<file path="src/rtl/clock_pkg.sv">
// rtl/clock_pkg.sv - shared constants for the keypad-set board clock
package clock_pkg;

    localparam logic [7:0] SEG_BLANK = 8'hFF;

    // Active-low {dp,g,f,e,d,c,b,a} patterns; element k is digit k.
    localparam logic [9:0][7:0] SEG_CODES = {
        8'h90, 8'h80, 8'hF8, 8'h82, 8'h92,
        8'h99, 8'hB0, 8'hA4, 8'hF9, 8'hC0
    };

    localparam logic [2:0] LAST_POS = 3'd5;
    localparam logic [3:0] H_ONE_MAX_20S = 4'd3;

    // Largest digit accepted at each cursor position (position 0 = hour tens).
    localparam logic [5:0][3:0] POS_MAX = {4'd9, 4'd5, 4'd9, 4'd5, 4'd9, 4'd2};

    function automatic logic [7:0] com_pattern(input logic [2:0] idx);
        return ~(8'h80 >> idx);
    endfunction

endpackage

</file>
<file path="src/rtl/seven_seg_dec.sv">
// rtl/seven_seg_dec.sv - BCD to active-low seven-segment pattern, blank above 9
module seven_seg_dec
    import clock_pkg::*;
(
    input  logic [3:0] bcd,
    output logic [7:0] seg
);

    always_comb begin
        seg = SEG_BLANK;
        if (bcd <= 4'd9) seg = SEG_CODES[bcd];
    end

endmodule

</file>
<file path="src/rtl/keypad_set_clock.sv">
// rtl/keypad_set_clock.sv - HH:MM:SS clock with keypad time entry and 12/24-hour display
module keypad_set_clock
    import clock_pkg::*;
#(
    parameter int CLK_HZ    = 1000,
    parameter int SCAN_DIV  = 1,
    parameter int BLINK_DIV = 250
) (
    input  logic       clk,
    input  logic       rst,
    input  logic       set_mode,
    input  logic       hour12,
    input  logic [9:0] keypad,
    output logic [7:0] seg_data,
    output logic [7:0] seg_com,
    output logic       pm,
    output logic [2:0] entry_pos
);

    localparam int PW = (CLK_HZ > 1) ? $clog2(CLK_HZ) : 1;
    localparam int BW = (BLINK_DIV > 1) ? $clog2(BLINK_DIV) : 1;
    localparam int SW = (SCAN_DIV > 1) ? $clog2(SCAN_DIV) : 1;
    localparam logic [PW-1:0] PRESC_LAST = PW'(CLK_HZ - 1);
    localparam logic [BW-1:0] BLINK_LAST = BW'(BLINK_DIV - 1);
    localparam logic [SW-1:0] SCAN_LAST  = SW'(SCAN_DIV - 1);

    // Digit arrays: element 0 = hour tens ... element 5 = second ones.
    logic [5:0][3:0] tm, sh, sh_next, src;
    logic [PW-1:0]   presc;
    logic [2:0]      cursor, scan_idx;
    logic [SW-1:0]   scan_cnt;
    logic [BW-1:0]   blink_cnt;
    logic            blink_on, set_q;
    logic [9:0]      key_q, key_prev, key_low;
    logic            key_onehot, key_event, set_rise, accept, pm_next;
    logic [3:0]      key_digit, max_digit, h_ten, h_one, digit;
    logic [4:0]      hour24, hour_disp;
    logic [7:0]      seg_dec;

    function automatic logic [5:0][3:0] next_time(input logic [5:0][3:0] t);
        logic [5:0][3:0] n;
        n = t;
        if (t[5] != 4'd9) n[5] = t[5] + 4'd1;
        else begin
            n[5] = 4'd0;
            if (t[4] != 4'd5) n[4] = t[4] + 4'd1;
            else begin
                n[4] = 4'd0;
                if (t[3] != 4'd9) n[3] = t[3] + 4'd1;
                else begin
                    n[3] = 4'd0;
                    if (t[2] != 4'd5) n[2] = t[2] + 4'd1;
                    else begin
                        n[2] = 4'd0;
                        if (t[0] == 4'd2 && t[1] == 4'd3) begin
                            n[0] = 4'd0;
                            n[1] = 4'd0;
                        end else if (t[1] == 4'd9) begin
                            n[0] = t[0] + 4'd1;
                            n[1] = 4'd0;
                        end else n[1] = t[1] + 4'd1;
                    end
                end
            end
        end
        return n;
    endfunction

    always_comb begin
        key_low    = ~key_q;
        key_onehot = (key_low != '0) && ((key_low & (key_low - 10'd1)) == '0);
        key_event  = key_onehot && (key_prev == '1);
        key_digit  = '0;
        for (int i = 0; i < 10; i++)
            if (key_low[i]) key_digit = 4'(i);
    end

    assign set_rise  = set_mode & ~set_q;
    assign max_digit = (cursor == 3'd1) ? ((sh[0] < 4'd2) ? 4'd9 : H_ONE_MAX_20S)
                                        : POS_MAX[cursor];
    assign accept    = set_mode && !set_rise && key_event && (key_digit <= max_digit);

    // Writing a 2 into hour tens pulls an out-of-range hour ones back to 3.
    always_comb begin
        sh_next         = sh;
        sh_next[cursor] = key_digit;
        if (cursor == 3'd0 && key_digit == 4'd2 && sh[1] > H_ONE_MAX_20S)
            sh_next[1] = H_ONE_MAX_20S;
    end

    always_ff @(posedge clk or posedge rst) begin
        if (rst) begin
            tm       <= '0;
            sh       <= '0;
            presc    <= '0;
            cursor   <= '0;
            set_q    <= 1'b0;
            key_q    <= '1;
            key_prev <= '1;
        end else begin
            key_q    <= keypad;
            key_prev <= key_q;
            set_q    <= set_mode;
            if (!set_mode) begin
                if (presc == PRESC_LAST) begin
                    presc <= '0;
                    tm    <= next_time(tm);
                end else presc <= presc + 1'b1;
            end
            if (set_rise) begin
                sh     <= tm;
                cursor <= '0;
            end else if (accept) begin
                sh <= sh_next;
                if (cursor == LAST_POS) begin
                    tm     <= sh_next;
                    presc  <= '0;
                    cursor <= '0;
                end else cursor <= cursor + 3'd1;
            end
        end
    end

    always_ff @(posedge clk or posedge rst) begin
        if (rst) begin
            blink_cnt <= '0;
            blink_on  <= 1'b1;
        end else if (!set_mode || set_rise || accept) begin
            blink_cnt <= '0;
            blink_on  <= 1'b1;
        end else if (blink_cnt == BLINK_LAST) begin
            blink_cnt <= '0;
            blink_on  <= ~blink_on;
        end else blink_cnt <= blink_cnt + 1'b1;
    end

    always_ff @(posedge clk or posedge rst) begin
        if (rst) begin
            scan_cnt <= '0;
            scan_idx <= '0;
        end else if (scan_cnt == SCAN_LAST) begin
            scan_cnt <= '0;
            scan_idx <= (scan_idx == LAST_POS) ? 3'd0 : scan_idx + 3'd1;
        end else scan_cnt <= scan_cnt + 1'b1;
    end

    always_comb begin
        src       = set_mode ? sh : tm;
        hour24    = 5'(src[0]) * 5'd10 + 5'(src[1]);
        hour_disp = hour24;
        if (hour12) begin
            if (hour24 == 5'd0) hour_disp = 5'd12;
            else if (hour24 > 5'd12) hour_disp = hour24 - 5'd12;
        end
        if (hour_disp >= 5'd20) begin
            h_ten = 4'd2;
            h_one = 4'(hour_disp - 5'd20);
        end else if (hour_disp >= 5'd10) begin
            h_ten = 4'd1;
            h_one = 4'(hour_disp - 5'd10);
        end else begin
            h_ten = 4'd0;
            h_one = 4'(hour_disp);
        end
        if (hour12 && h_ten == 4'd0) h_ten = 4'hF;
        case (scan_idx)
            3'd0:    digit = h_ten;
            3'd1:    digit = h_one;
            default: digit = src[scan_idx];
        endcase
        if (set_mode && scan_idx == cursor && !blink_on) digit = 4'hF;
        pm_next = hour12 && (hour24 >= 5'd12);
    end

    seven_seg_dec u_dec (
        .bcd (digit),
        .seg (seg_dec)
    );

    always_ff @(posedge clk or posedge rst) begin
        if (rst) begin
            seg_com  <= 8'hFF;
            seg_data <= SEG_BLANK;
            pm       <= 1'b0;
        end else begin
            seg_com  <= com_pattern(scan_idx);
            seg_data <= seg_dec;
            pm       <= pm_next;
        end
    end

    assign entry_pos = cursor;

endmodule
</file>
<file path="config.mk">
export PLATFORM = sky130hd
export DESIGN_NAME = keypad_set_clock
export DESIGN_NICKNAME = d
export VERILOG_FILES = /design/src/rtl/clock_pkg.sv /design/src/rtl/seven_seg_dec.sv /design/src/rtl/keypad_set_clock.sv
export SDC_FILE = /design/constraint.sdc
export NUM_CORES = 1
export LEC_CHECK = 0
export CORE_AREA = 5 5 114 116
export DETAILED_ROUTE_END_ITERATION = 16
export DIE_AREA = 0 0 119 121
export PLACE_DENSITY = 0.81
export RECOVER_POWER = 50
export SYNTH_ARGS = -nofsm -noshare
export SYNTH_HDL_FRONTEND = slang
export SYNTH_SLANG_ARGS = --single-unit
</file>
<file path="constraint.sdc">
create_clock -name clk -period 6.32 [get_ports clk]
set_input_delay 1.58 -clock clk [delete_from_list [all_inputs] [get_ports clk]]
set_output_delay 1.58 -clock clk [all_outputs]
set_load 0.05 [all_outputs]
</file>
==> flow_metrics.py <==
metrics = {
    "timing": {
        "setup_tns_ns": 0,
        "final.period_utilization": 0.943,
        "setup-violations-final": 0,
        "max_freq_mhz": 168,
        "fin_crit_ns": 5.96,
        "drv_slew": 81,
        "hold_violations": 0,
        "skew_ns": 0.0116,
        "max-slew-margin-rel": -1.29,
        "rsz0062_at_grt": "no",
        "worst_pin_slew_ns": 3.42,
    },
    "route": {
        "wl_per_cell_um": 17.4,
        "via_per_inst": 6.11,
        "antenna_left": 0,
        "drc": 0,
        "vias": 5053,
        "wl_um": 14400,
        "detail_route.first_pass.iterations": 6,
        "first_iter_violations": 604,
    },
    "floorplan": {
        "ioPinCount": 34,
        "row_count": 40,
        "initial_core_util": 0.539,
        "dieArea_sq_um": 14400,
        "die_y_um": 121,
        "core_sq_um": 11800,
        "die_w_um": 119,
    },
    "setup_path": {
        "cp-end-kind": "register",
        "required_ns": 6.61,
        "r2r_slack_ns": 1.60,
        "worst_setup_path_start_kind": "input port",
        "crit_type": "in2reg",
        "path_cells": "clkdlybuf4s50_1 -> buf_4 -> o21ai_0 -> ha_1 -> ha_1 -> xor2_2 -> ha_1 -> nor2_1 -> nor3_2 -> o221a_1 -> nor2_2 -> ha_1 -> a21oi_1 -> nand3_2 -> a2111oi_4 -> nor2_1 -> nand3b_1 -> inv_1 -> ha_1 -> o21bai_1 -> a221o_1",
        "rr_endpoint": "tm[20]$_DFF_PP0_",
        "critPathMaxFanout": 6,
        "cp_common_cell": "ha_1",
        "r2r-start": "key_q[7]$_DFF_PP1_",
        "slowest_delay_ns": 0.47,
        "cp_slowest_cell": "clkdlybuf4s50_1",
        "rr_worst_depth": 14,
        "arrival_ns": 6.25,
    },
    "yosys": {
        "synth_cell_types": 84,
        "synth-edff-count": 0,
        "ys_warn_count": 0,
        "syn_area_sq_um": 6370,
        "syn_nets": 691,
        "async_flop_share": 1.00,
        "yosys_register_bits": 110,
        "synth_ff_type": "dfrtp_1",
        "syn_area_per_cell_sq_um": 9.78,
        "yosysSeqAreaShare": 0.439,
        "synthCells": 651,
    },
    "hold_path": {
        "min_delay_worst_endpoint": "key_prev[0]$_DFF_PP1_",
        "hold_depth": 0,
        "min_from": "key_q[0]$_DFF_PP1_",
        "holdCritPathClass": "reg2reg",
    },
    "clock_network": {
        "cts_max_level": 3,
        "ctsResizeCount": 0,
        "post_cts_buffers": 0,
        "clk_latency_ns": 0.36,
        "cts_sinks": 110,
        "clkTransAtPathRegs_ns": 0.07,
        "cts_tree": "yes",
        "cts_buffer_depth": 2,
        "numCtsBuffers": 9,
        "postCtsHoldBufs": 0,
        "root_buffer": "clkbuf_16",
    },
    "global_routing": {
        "grt_overflow": 0,
        "grt_pass1_vias": 5029,
        "grt_pass1_wl_um": 24500,
        "track_usage": 0.208,
        "grt_max_degree": 81,
        "antenna_found_initial": 0,
    },
    "power": {
        "leakage_uw": 0.00314,
        "peakVddDrop_mv": 0.182,
        "powerDensity_nw_per_um2": 253,
    },
    "run": {
        "cap_violations": 2,
    },
    "finish": {
        "nFillCells": 988,
        "n_antenna_cell": 0,
        "post-route-util": 0.602,
        "nets": 715,
        "drive_above_1_share": 0.132,
        "syn_to_final_growth_pct": 11.7,
    },
    "placed_design": {
        "dp_hpwl_um": 10300,
        "portBuffers": 32,
        "routabilityCongestion": 0.876,
    },
    "run_status": {
        "violations": "capacitance limit, slew limit",
        "status": "complete, but fails checks",
    },
}
==> report_power, final <==
part	internal (uW)	switching, uW
sequential	778	39.8
clock	285	272
combinational	169	255
total	1230	567
==> logic make-up (layout without fill, tap and decap cells) <==
logic type                 Yosys count  in the layout  synth area share
buffers and inverters               65             94            0.0425
other                                1              1          0.000589
DFF                                110            110             0.439
xor gates and xnor gates            31             31            0.0450
AOI/OAI and AO/OA                  148            148             0.167
adders and majority gates           26             26            0.0523
and+or+nand+nor                    240            240             0.188
muxes                               30             30            0.0656
==> sequential cells by signal, summed over array words and instances (netlist names) <==
signal,cells
set_q,1
pm,1
seg_com,8
key_prev,10
entry_pos,3
sh,24
key_q,10
seg_data,7
blink_cnt,8
blink_on,1
scan_idx,3
presc,10
tm,24
==> worst max-delay path by stage <==
stage | start | to | slack, ns | cells after the start
global placement | set_mode | seg_data[3]$_DFF_PP1_ | 0.24 | 20
CTS | set_mode | seg_data[0]$_DFF_PP1_ | 0.33 | 21
floorplan | set_mode | seg_data[3]$_DFF_PP1_ | 0.11 | 21
detailed placement | set_mode | seg_data[3]$_DFF_PP1_ | -0.006 | 20
finish | set_mode | seg_data[3]$_DFF_PP1_ | 0.36 | 21
global route | set_mode | seg_data[3]$_DFF_PP1_ | 0.1 | 21
==> per-stage QoR <==
stage	area [sq um]	hold slack, ns	worst slack, ns	std cells	total power, uW
2_1_floorplan	6370	0.359	0.109	651	1150
3_3_place_gp	6820	0.370	0.241	811	1240
3_5_place_dp	6820	0.366	-0.00619	811	1260
4_1_cts	7110	0.377	0.331	827	1810
5_1_grt	7110	0.395	0.0973	827	1890
6_report	7110	0.391	0.363	827	1800
==> layer usage <==
metal,share of wire,track usage
met3,0.069,0.0476
met2,0.48,0.335
met1,0.42,0.269
met5,0,0
met4,0.025,0.0956
==> cells in the final DEF (no fill, tap or decap), drive strengths merged, types with 12 or more instances in the layout <==
cell type and count:
dfrtp 74, and3 12, nand3 18, nand2b 12
inv 39, nor3 16, mux2i 14, clkdlybuf4s50 21
nor2 74, nand2 63, o21ai 40, dfstp 36
a21oi 32, xnor2 15, xor2 15, ha 25
==> synth_stat cells (4+ instances only) <==
cell type / number / area share
nor2b_1: 8 / 0.0079
nor3_1: 14 / 0.011
nor3b_1: 4 / 0.0047
o21a_1: 8 / 0.0094
inv_1: 36 / 0.021
nand2b_1: 11 / 0.011
nand3_1: 17 / 0.013
mux4_2: 8 / 0.028
nor2_1: 73 / 0.043
nand4_1: 9 / 0.0088
dfstp_2: 36 / 0.15
mux2i_1: 14 / 0.022
clkbuf_1: 19 / 0.011
dfrtp_1: 74 / 0.29
a211oi_1: 7 / 0.0083
mux2_2: 6 / 0.011
a222oi_1: 6 / 0.0094
o21ai_0: 39 / 0.031
xor2_1: 15 / 0.021
and3_1: 12 / 0.012
a21oi_1: 30 / 0.024
nand2_1: 63 / 0.037
a22oi_1: 7 / 0.0083
ha_1: 25 / 0.049
xnor2_1: 15 / 0.021
a221o_1: 6 / 0.0094
==> final cells by class <==
class	count	area, sq um	share of cell area
clock buffer	10	239	0.0336
clock inverter	6	50.0	0.00704
inverter	36	136	0.0192
multi-input combinational	476	3310	0.466
sequential	110	2800	0.394
tap	147	184	0.0259
timing repair buffer	42	392	0.0551
==> critical path: cells and delay by family <==
family	cells	cell delay, ns
compound gates	6	1.51
simple gates	6	0.86
fa+ha+maj	5	1.34
xor+xnor	1	0.19
buf+inv	3	0.77
Note: power is estimated with default switching activity, not from simulation.
